[config.mk]
export PLATFORM = sky130hd
export DESIGN_NAME = rx_driver
export DESIGN_NICKNAME = d
export VERILOG_FILES = /design/src/rtl/rx_driver_pkg.sv /design/src/rtl/rx_timeout_counter.sv /design/src/rtl/rx_driver.sv
export SDC_FILE = /design/constraint.sdc
export NUM_CORES = 1
export LEC_CHECK = 0
export CORE_ASPECT_RATIO = 0.75
export CORE_MARGIN = 5
export CORE_UTILIZATION = 32
export DETAILED_ROUTE_END_ITERATION = 10
export GPL_TIMING_DRIVEN = 0
export HOLD_SLACK_MARGIN = 0.15
export SLEW_MARGIN = 15
export SYNTH_ARGS = -nofsm -noshare
export SYNTH_HDL_FRONTEND = slang
export SYNTH_SLANG_ARGS = --single-unit
[constraint.sdc]
create_clock -name clk -period 3.35 [get_ports clk]
set_clock_uncertainty 0.05 [all_clocks]
set_input_delay 1.005 -clock clk [delete_from_list [all_inputs] [get_ports clk]]
set_output_delay 1.005 -clock clk [all_outputs]
set_load 0.03 [all_outputs]
[src/rtl/rx_driver_pkg.sv]
// rtl/rx_driver_pkg.sv - shared state encoding and frame constants for rx_driver
package rx_driver_pkg;

    typedef enum logic [1:0] {
        ST_IDLE    = 2'b00,
        ST_PAYLOAD = 2'b01,
        ST_CHECK   = 2'b10,
        ST_DONE    = 2'b11
    } rx_state_e;

    localparam logic [7:0] DEFAULT_SYNC_BYTE = 8'hA5;
    localparam int         PAYLOAD_LEN       = 3;

    // Frame checksum: XOR of the three payload bytes
    function automatic logic [7:0] payload_xor(input logic [23:0] p);
        return p[23:16] ^ p[15:8] ^ p[7:0];
    endfunction

endpackage

[src/rtl/rx_timeout_counter.sv]
// rtl/rx_timeout_counter.sv - 16-bit inter-byte idle counter with expiry flag
module rx_timeout_counter #(
    parameter int TIMEOUT = 1000
) (
    input  logic clk,
    input  logic rst,
    input  logic clear,
    input  logic enable,
    output logic expired
);

    localparam logic [15:0] LIMIT = 16'(TIMEOUT - 1);

    logic [15:0] cnt_q;
    logic [15:0] cnt_d;

    // Clear has priority so an accepted byte restarts the idle window
    always_comb begin
        cnt_d = cnt_q;
        if (clear) begin
            cnt_d = '0;
        end else if (enable) begin
            cnt_d = cnt_q + 16'd1;
        end
    end

    // Counter register
    always_ff @(posedge clk or negedge rst) begin
        if (!rst) begin
            cnt_q <= '0;
        end else begin
            cnt_q <= cnt_d;
        end
    end

    assign expired = (cnt_q == LIMIT);

endmodule

[src/rtl/rx_driver.sv]
// rtl/rx_driver.sv - byte-stream frame decoder: sync, 3-byte payload, XOR checksum
module rx_driver
    import rx_driver_pkg::*;
#(
    parameter logic [7:0] SYNC_BYTE = DEFAULT_SYNC_BYTE,
    parameter int         TIMEOUT   = 1000
) (
    input  logic        clk,
    input  logic        rst,
    input  logic        RxFull,
    input  logic [7:0]  RxData,
    output logic        RcvGo,
    output logic [1:0]  OutState,
    output logic [23:0] MsgData,
    output logic        MsgValid,
    output logic        ChkErr,
    output logic        TimeoutErr,
    output logic [7:0]  MsgCnt
);

    rx_state_e   state_q,       state_d;
    logic        rcv_go_q,      rcv_go_d;
    logic        blank_q,       blank_d;
    logic [1:0]  idx_q,         idx_d;
    logic [23:0] payload_q,     payload_d;
    logic        match_q,       match_d;
    logic [23:0] msg_data_q,    msg_data_d;
    logic        msg_valid_q,   msg_valid_d;
    logic        chk_err_q,     chk_err_d;
    logic        timeout_err_q, timeout_err_d;
    logic [7:0]  msg_cnt_q,     msg_cnt_d;

    logic in_frame;
    logic accept;
    logic expired;

    // The strobe cycle is blank: RxFull still shows the byte being consumed
    assign in_frame = (state_q == ST_PAYLOAD) || (state_q == ST_CHECK);
    assign accept   = (state_q != ST_DONE) && RxFull && !rcv_go_q && !blank_q;

    rx_timeout_counter #(.TIMEOUT(TIMEOUT)) u_timeout (
        .clk     (clk),
        .rst     (rst),
        .clear   (accept || !in_frame),
        .enable  (in_frame),
        .expired (expired)
    );

    // Next-state and datapath; a byte accept on the expiry edge beats the timeout
    always_comb begin
        state_d       = state_q;
        rcv_go_d      = 1'b0;
        blank_d       = 1'b0;
        idx_d         = idx_q;
        payload_d     = payload_q;
        match_d       = match_q;
        msg_data_d    = msg_data_q;
        msg_valid_d   = 1'b0;
        chk_err_d     = 1'b0;
        timeout_err_d = 1'b0;
        msg_cnt_d     = msg_cnt_q;

        if (accept) begin
            rcv_go_d = 1'b1;
            blank_d  = 1'b1;
        end

        case (state_q)
            ST_IDLE: begin
                if (accept && (RxData == SYNC_BYTE)) begin
                    state_d = ST_PAYLOAD;
                    idx_d   = 2'd0;
                end
            end
            ST_PAYLOAD: begin
                if (accept) begin
                    payload_d = {payload_q[15:0], RxData};
                    if (idx_q == 2'(PAYLOAD_LEN - 1)) begin
                        state_d = ST_CHECK;
                    end else begin
                        idx_d = idx_q + 2'd1;
                    end
                end else if (expired) begin
                    timeout_err_d = 1'b1;
                    state_d       = ST_IDLE;
                end
            end
            ST_CHECK: begin
                if (accept) begin
                    match_d = (RxData == payload_xor(payload_q));
                    state_d = ST_DONE;
                end else if (expired) begin
                    timeout_err_d = 1'b1;
                    state_d       = ST_IDLE;
                end
            end
            ST_DONE: begin
                if (match_q) begin
                    msg_valid_d = 1'b1;
                    msg_data_d  = payload_q;
                    msg_cnt_d   = msg_cnt_q + 8'd1;
                end else begin
                    chk_err_d = 1'b1;
                end
                state_d = ST_IDLE;
            end
            default: state_d = ST_IDLE;
        endcase
    end

    // State and output registers
    always_ff @(posedge clk or negedge rst) begin
        if (!rst) begin
            state_q       <= ST_IDLE;
            rcv_go_q      <= 1'b0;
            blank_q       <= 1'b0;
            idx_q         <= 2'd0;
            payload_q     <= '0;
            match_q       <= 1'b0;
            msg_data_q    <= '0;
            msg_valid_q   <= 1'b0;
            chk_err_q     <= 1'b0;
            timeout_err_q <= 1'b0;
            msg_cnt_q     <= '0;
        end else begin
            state_q       <= state_d;
            rcv_go_q      <= rcv_go_d;
            blank_q       <= blank_d;
            idx_q         <= idx_d;
            payload_q     <= payload_d;
            match_q       <= match_d;
            msg_data_q    <= msg_data_d;
            msg_valid_q   <= msg_valid_d;
            chk_err_q     <= chk_err_d;
            timeout_err_q <= timeout_err_d;
            msg_cnt_q     <= msg_cnt_d;
        end
    end

    assign RcvGo      = rcv_go_q;
    assign OutState   = state_q;
    assign MsgData    = msg_data_q;
    assign MsgValid   = msg_valid_q;
    assign ChkErr     = chk_err_q;
    assign TimeoutErr = timeout_err_q;
    assign MsgCnt     = msg_cnt_q;

endmodule

==> impl_metrics.toml, run 1 <==
[clock_network]
clkTransAtPathRegs_ns = 0.06
cts_resized = 0
cts.sinks = 81
clockRootBuffer = "clkbuf_16"
cts.htree.levels = 3
post-cts-setup-buffers = 0
insertion_delay_ns = 0.33
cts-buffers-inserted = 9
cts_tree = "yes"
clock_path_buffers = 2
ctsHoldBuffers = 0

[placed_design]
pre_cts_ws_ns = 0.508
place_hpwl_microns = 5410
place_inst = 470
placed_area_sq_um = 4300
io_buffers = 48
gp_congestion = 0.819

[job]
cap_violations = 0

[drt]
routed_wl_microns = 7440
dr_total_vias = 2286
drt_iter0_drc = 87
vias_per_cell = 4.71
drc_errors = 0
dr.pass1.iters = 4
antenna_left = 0
wl_per_cell_microns = 15.3

[min_path]
hold_path.startpoint = "u_timeout.cnt_q[0]$_DFFE_PN0P_"
hold_path_class = "reg -> reg"
worstHoldEndpoint = "u_timeout.cnt_q[0]$_DFFE_PN0P_"
min_path_cells = 1

[sta]
layout_min_cycle_time_ns = 2.50
slew_headroom = 0.586
worst_slew_pin_slew_ns = 0.621
fmax_mhz = 399
setup-violations-final = 0
slew_violations = 0
period_share = 0.748
rsz0062_at_grt = "false"
fin_ws_ns = 0.846
report.final.hold_viol_count = 0

[synth]
synth_cell_types = 38
yosysTopAreaCell = "dfrtp_1"
synth_ff_type = "dfrtp_1"
synth_area_sq_um = 3630
synth-seq-cells = 81
netlist_instances = 281
ys_seq_area_frac = 0.559
synth_edf_count = 0
async_flop_share = 1.00
synth.area.top_cells = "dfrtp_1 (56%), mux2_2 (15%), xnor2_1 (6.0%), xor2_1 (3.6%), ha_1 (2.4%)"
synth_nets = 299
syn_area_per_cell_sq_um = 12.9
yosysMostFrequentCell = "dfrtp_1"
synth_common_cells = "dfrtp_1 (81), mux2_2 (49), xnor2_1 (25)"
yosysTopAreaCellShare = 0.559
yosys_warnings = 0

[die]
rows = 33
initial_core_util = 0.329
die_w_microns = 133
io_pins = 49
core_area_sq_um = 11000
die-area_sq_um = 13600
fp.dieH_microns = 102

[global_routing]
grt_max_degree = 48
grt_first_pass_wirelength_microns = 12100
antenna_found_initial = 0
grt_pass1_vias = 2387
grt_use_total = 0.114
overflow = 0

[power_and_ir_drop]
max-vdd-ir-drop_uv = 269
p_leak_uw = 0.00202
power_density_nw_per_um2 = 739

[finish]
nets = 359
layout.cells.non_filler = 485
stdcell_area_sq_um = 4590
drive_above_1_share = 0.235
diodes = 0
area_growth_pct = 26.6
fin_util = 0.416

[critical_path]
reg2reg_to = "payload_q[4]$_DFFE_PN0P_"
slowest_delay_ns = 0.70
reg2regPathDepth = 6
arrival_ns = 1.45
critical_path_buf_inv_count = 1
crit_family = "buffers and inverters"
worstPathCellList = "clkdlybuf4s50_1"
cp_max_fo = 4
crit_type = "reg -> out"
cp_slowest_cell = "clkdlybuf4s50_1"
endpoint_kind = "output pin"
startpoint_type = "flip-flop"
r2r-start = "OutState[1]$_DFFE_PN0P_"
r2r_setup_slack_ns = 1.13
critical_path_required_ns = 2.29

[run_status]
status = "finished clean"
cells by family (layout without fill, tap and decap cells):
logic type                 count (synthesis)  count (layout)  share of synthesized area
AOI/OAI and AO/OA                         21              21                     0.0362
xor gates and xnor gates                  40              40                     0.0966
adders and majority gates                  7               7                     0.0241
buffers and inverters                     15              79                     0.0193
DFF                                       81              81                      0.559
muxes                                     51              51                      0.159
and+or+nand+nor                           66              66                      0.106
how the worst max path moves through the flow:
stage          depth (start not counted)                    start                        end  slack (ns)
2_1_floorplan                          3                   RxFull       idx_q[1]$_DFFE_PN0P_        1.10
3_3_place_gp                           1                      rst  payload_q[22]$_DFFE_PN0P_       -1.70
3_5_place_dp                           5                   RxFull       TimeoutErr$_DFF_PN0_        0.51
4_1_cts                                1    MsgCnt[5]$_DFFE_PN0P_                  MsgCnt[5]        0.83
5_1_grt                                5                   RxFull       TimeoutErr$_DFF_PN0_        0.80
6_report                               1  OutState[1]$_DFFE_PN0P_                OutState[1]        0.85
final cells by class:
type	count	area (sq um)
Timing Repair Buffer	49	498
Clock buffer	12	267
Clock inverter	3	23.8
Sequential cell	81	2030
Inverter	8	30.0
Tap cell	140	175
Multi-Input combinational cell	185	1530
Buffer	7	40.0
Fill cell	1006	6430
metrics by stage:
| stage | hold slack (ns) | total power, uW | TNS, ns |
|---|---|---|---|
| 3_3_place_gp | 0.393 | 2440 | -137.71 |
| 6_report | 0.409 | 3390 | 0 |
| 4_1_cts | 0.413 | 3440 | 0 |
| 3_5_place_dp | 0.399 | 2480 | 0 |
| 5_1_grt | 0.450 | 3600 | 0 |
| 2_1_floorplan | 0.374 | 2160 | 0 |
state kept, by name (all words and copies together), names as in the netlist:
register	count
MsgCnt	8
blank_q	1
u_timeout.cnt_q	16
ChkErr	1
payload_q	24
TimeoutErr	1
OutState	2
MsgValid	1
idx_q	2
match_q	1
MsgData	24
where the power goes:
part	internal, uW	switching, uW
Sequential	1190	200
Clock	561	377
Combinational	551	517
metal layers:
metal / global-route usage / share of wire
met1: 0.147 / 0.47
met2: 0.182 / 0.46
met3: 0.0394 / 0.054
met4: 0.0383 / 0.013
met5: 0 / 0
layout by cell type, fill, tap and decap left out, drive strengths merged, types with 9 or more instances in the layout:
master,netlist,routed
dfrtp,81,81
xnor2,25,25
xor2,15,15
clkdlybuf4s50,0,47
nand2,13,13
mux2,50,50
inv,8,9
nor2,14,14
clkbuf,1,13
No activity file was read; power rests on OpenSTA's default activity.
==> run 2: changes to the inputs <==
Clock period 3.35 ns to 2.04 ns, I/O delays scaled along.
==> run 2 against run 1 <==
Net effect:
- sequential cell count unchanged
- clock-buffer cell count unchanged
- critical path depth up 4
- final area up 1.5%
- sequential share of layout area down 0.59 points
- register-to-register slack worse by 1.0 ns
- routed wire length up 2.7%
- setup slack worse by 0.82 ns
- critical endpoint is now idx_q[1]$_DFFE_PN0P_
==> impl_metrics.toml, run 2 (synthesis gave the netlist of run 1 again) <==
[sta]
layout_min_cycle_time_ns = 2.02
setup-violations-final = 0
slew_headroom = 0.617
worst_slew_pin_slew_ns = 0.574
report.final.hold_viol_count = 0
fin_ws_ns = 0.0227
slew_violations = 0
period_share = 0.989
fmax_mhz = 496

[finish]
area_growth_pct = 28.4
nets = 361
diodes = 0
final_cell_mix = "dfrtp_1 (79), mux2_2 (49), xnor2_1 (25), dlygate4sd2_1 (23), dlymetal6s2s_1 (16)"
final_common_cell = "dfrtp_1"
drive_above_1_share = 0.267
fin_util = 0.423
multi_input_area_sq_um = 1560
final-seq-area_sq_um = 2030
nFillCells = 1022

[clock_network]
cts_tree = "yes"
insertion_delay_ns = 0.33
clkTransAtPathRegs_ns = 0.06
clockRootBuffer = "clkbuf_16"
cts.htree.levels = 3
cts.sinks = 81
clock_path_buffers = 2
cts-buffers-inserted = 9

[power_and_ir_drop]
power_density_nw_per_um2 = 1200
max-vdd-ir-drop_uv = 430
p_leak_uw = 0.00237

[critical_path]
cp_max_fo = 3
crit_family = "simple AND/OR/NAND/NOR gates"
crit_type = "in -> reg"
r2r-start = "OutState[0]$_DFFE_PN0P_"
critical_path_buf_inv_count = 1
endpoint_kind = "flip-flop"
timing.critical_path.from = "RxData[0]"
slowest_delay_ns = 0.54
cp_slowest_cell = "clkdlybuf4s50_1"
startpoint_type = "input port"
critical_path_required_ns = 2.21
worstPathCellList = "clkdlybuf4s50_1, and4bb_2, a21oi_1, or3_4, mux2_4"
arrival_ns = 2.18

[job]
cap_violations = 0

[die]
rows = 33
initial_core_util = 0.329
die-area_sq_um = 13600
core_area_sq_um = 11000
fp.dieH_microns = 102
die_w_microns = 133
io_pins = 49

[drt]
vias_per_cell = 4.80
drt_iter0_drc = 141
dr.pass1.iters = 4
antenna_left = 0
routed_wl_microns = 7640
dr_total_vias = 2341
drc_errors = 0
wl_per_cell_microns = 15.6

[placed_design]
io_buffers = 48
place_hpwl_microns = 5350
gp_congestion = 0.816
pre_cts_ws_ns = -0.424

[global_routing]
grt_first_pass_wirelength_microns = 12400
antenna_found_initial = 1
grt_pass1_vias = 2399
overflow = 0
grt_max_degree = 44
grt_use_total = 0.118

[run_status]
status = "finished clean"

[min_path]
hold_path_class = "in -> async"
-- run 2: changes by cell type in the layout (fill, tap and decap cells not counted), moves of 3 or more --
cell             change
dlymetal6s2s_1      +16
dlygate4sd2_1       +23
clkdlybuf4s50_1     -39
buf_2                -3
buf_4                +4
-- run 2: layer usage --
layer  vias to the layer above  track usage  share of wire
met4                         2       0.0407          0.013
met2                        40        0.188           0.46
met3                        12       0.0453          0.054
met1                      1165        0.149           0.47
li1                       1122            -              -
met5                         -            0         0.0014
-- run 2: path summary, 6_finish.rpt --
path	endpoint	slack, ns	cells after the start
hold reg to reg	u_timeout.cnt_q[0]$_DFFE_PN0P_	0.41	1
hold / removal	u_timeout.cnt_q[5]$_DFFE_PN0P_	0.22	1
setup reg to reg	idx_q[1]$_DFFE_PN0P_	0.08	4
setup / recovery	idx_q[1]$_DFFE_PN0P_	0.02	5
min in group clk	u_timeout.cnt_q[0]$_DFFE_PN0P_	0.41	1
max in group asynchronous	payload_q[14]$_DFFE_PN0P_	1.10	2
-- run 2: report_power, final --
part           internal (uW)  leakage (uW)  total (uW)  switching (uW)
clock network            889      0.000131        1520             634
logic                    930       0.00116        1790             861
registers               1950       0.00107        2290             339
-- run 2: timing repair --
item	4_1_cts	5_1_grt
hold buffers	0	0
resized for setup	32	20
pin swaps	0	4
endpoints found under the setup margin	65	43
setup buffers	2	1
-- run 2: area by class of cell --
type / count / share of cell area
Clock buffer: 12 / 0.0551
Inverter: 8 / 0.00645
Sequential cell: 81 / 0.436
Clock inverter: 4 / 0.00591
Timing Repair Buffer: 52 / 0.114
Tap cell: 140 / 0.0376
Buffer: 6 / 0.0110
Multi-Input combinational cell: 185 / 0.334
-- run 2: metrics by stage --
stage                     hold slack [ns]    TNS, ns  total power [uW]  instance area (sq um)  std cells
after floorplan                     0.266          0              3560                   3630        281
after global placement              0.392    -224.49              4010                   4290        469
after detailed placement            0.403     -13.75              4070                   4300        470
after CTS                           0.237          0              5650                   4600        487
after global routing                0.268  -0.000756              5950                   4660        488
final                               0.223          0              5610                   4660        488
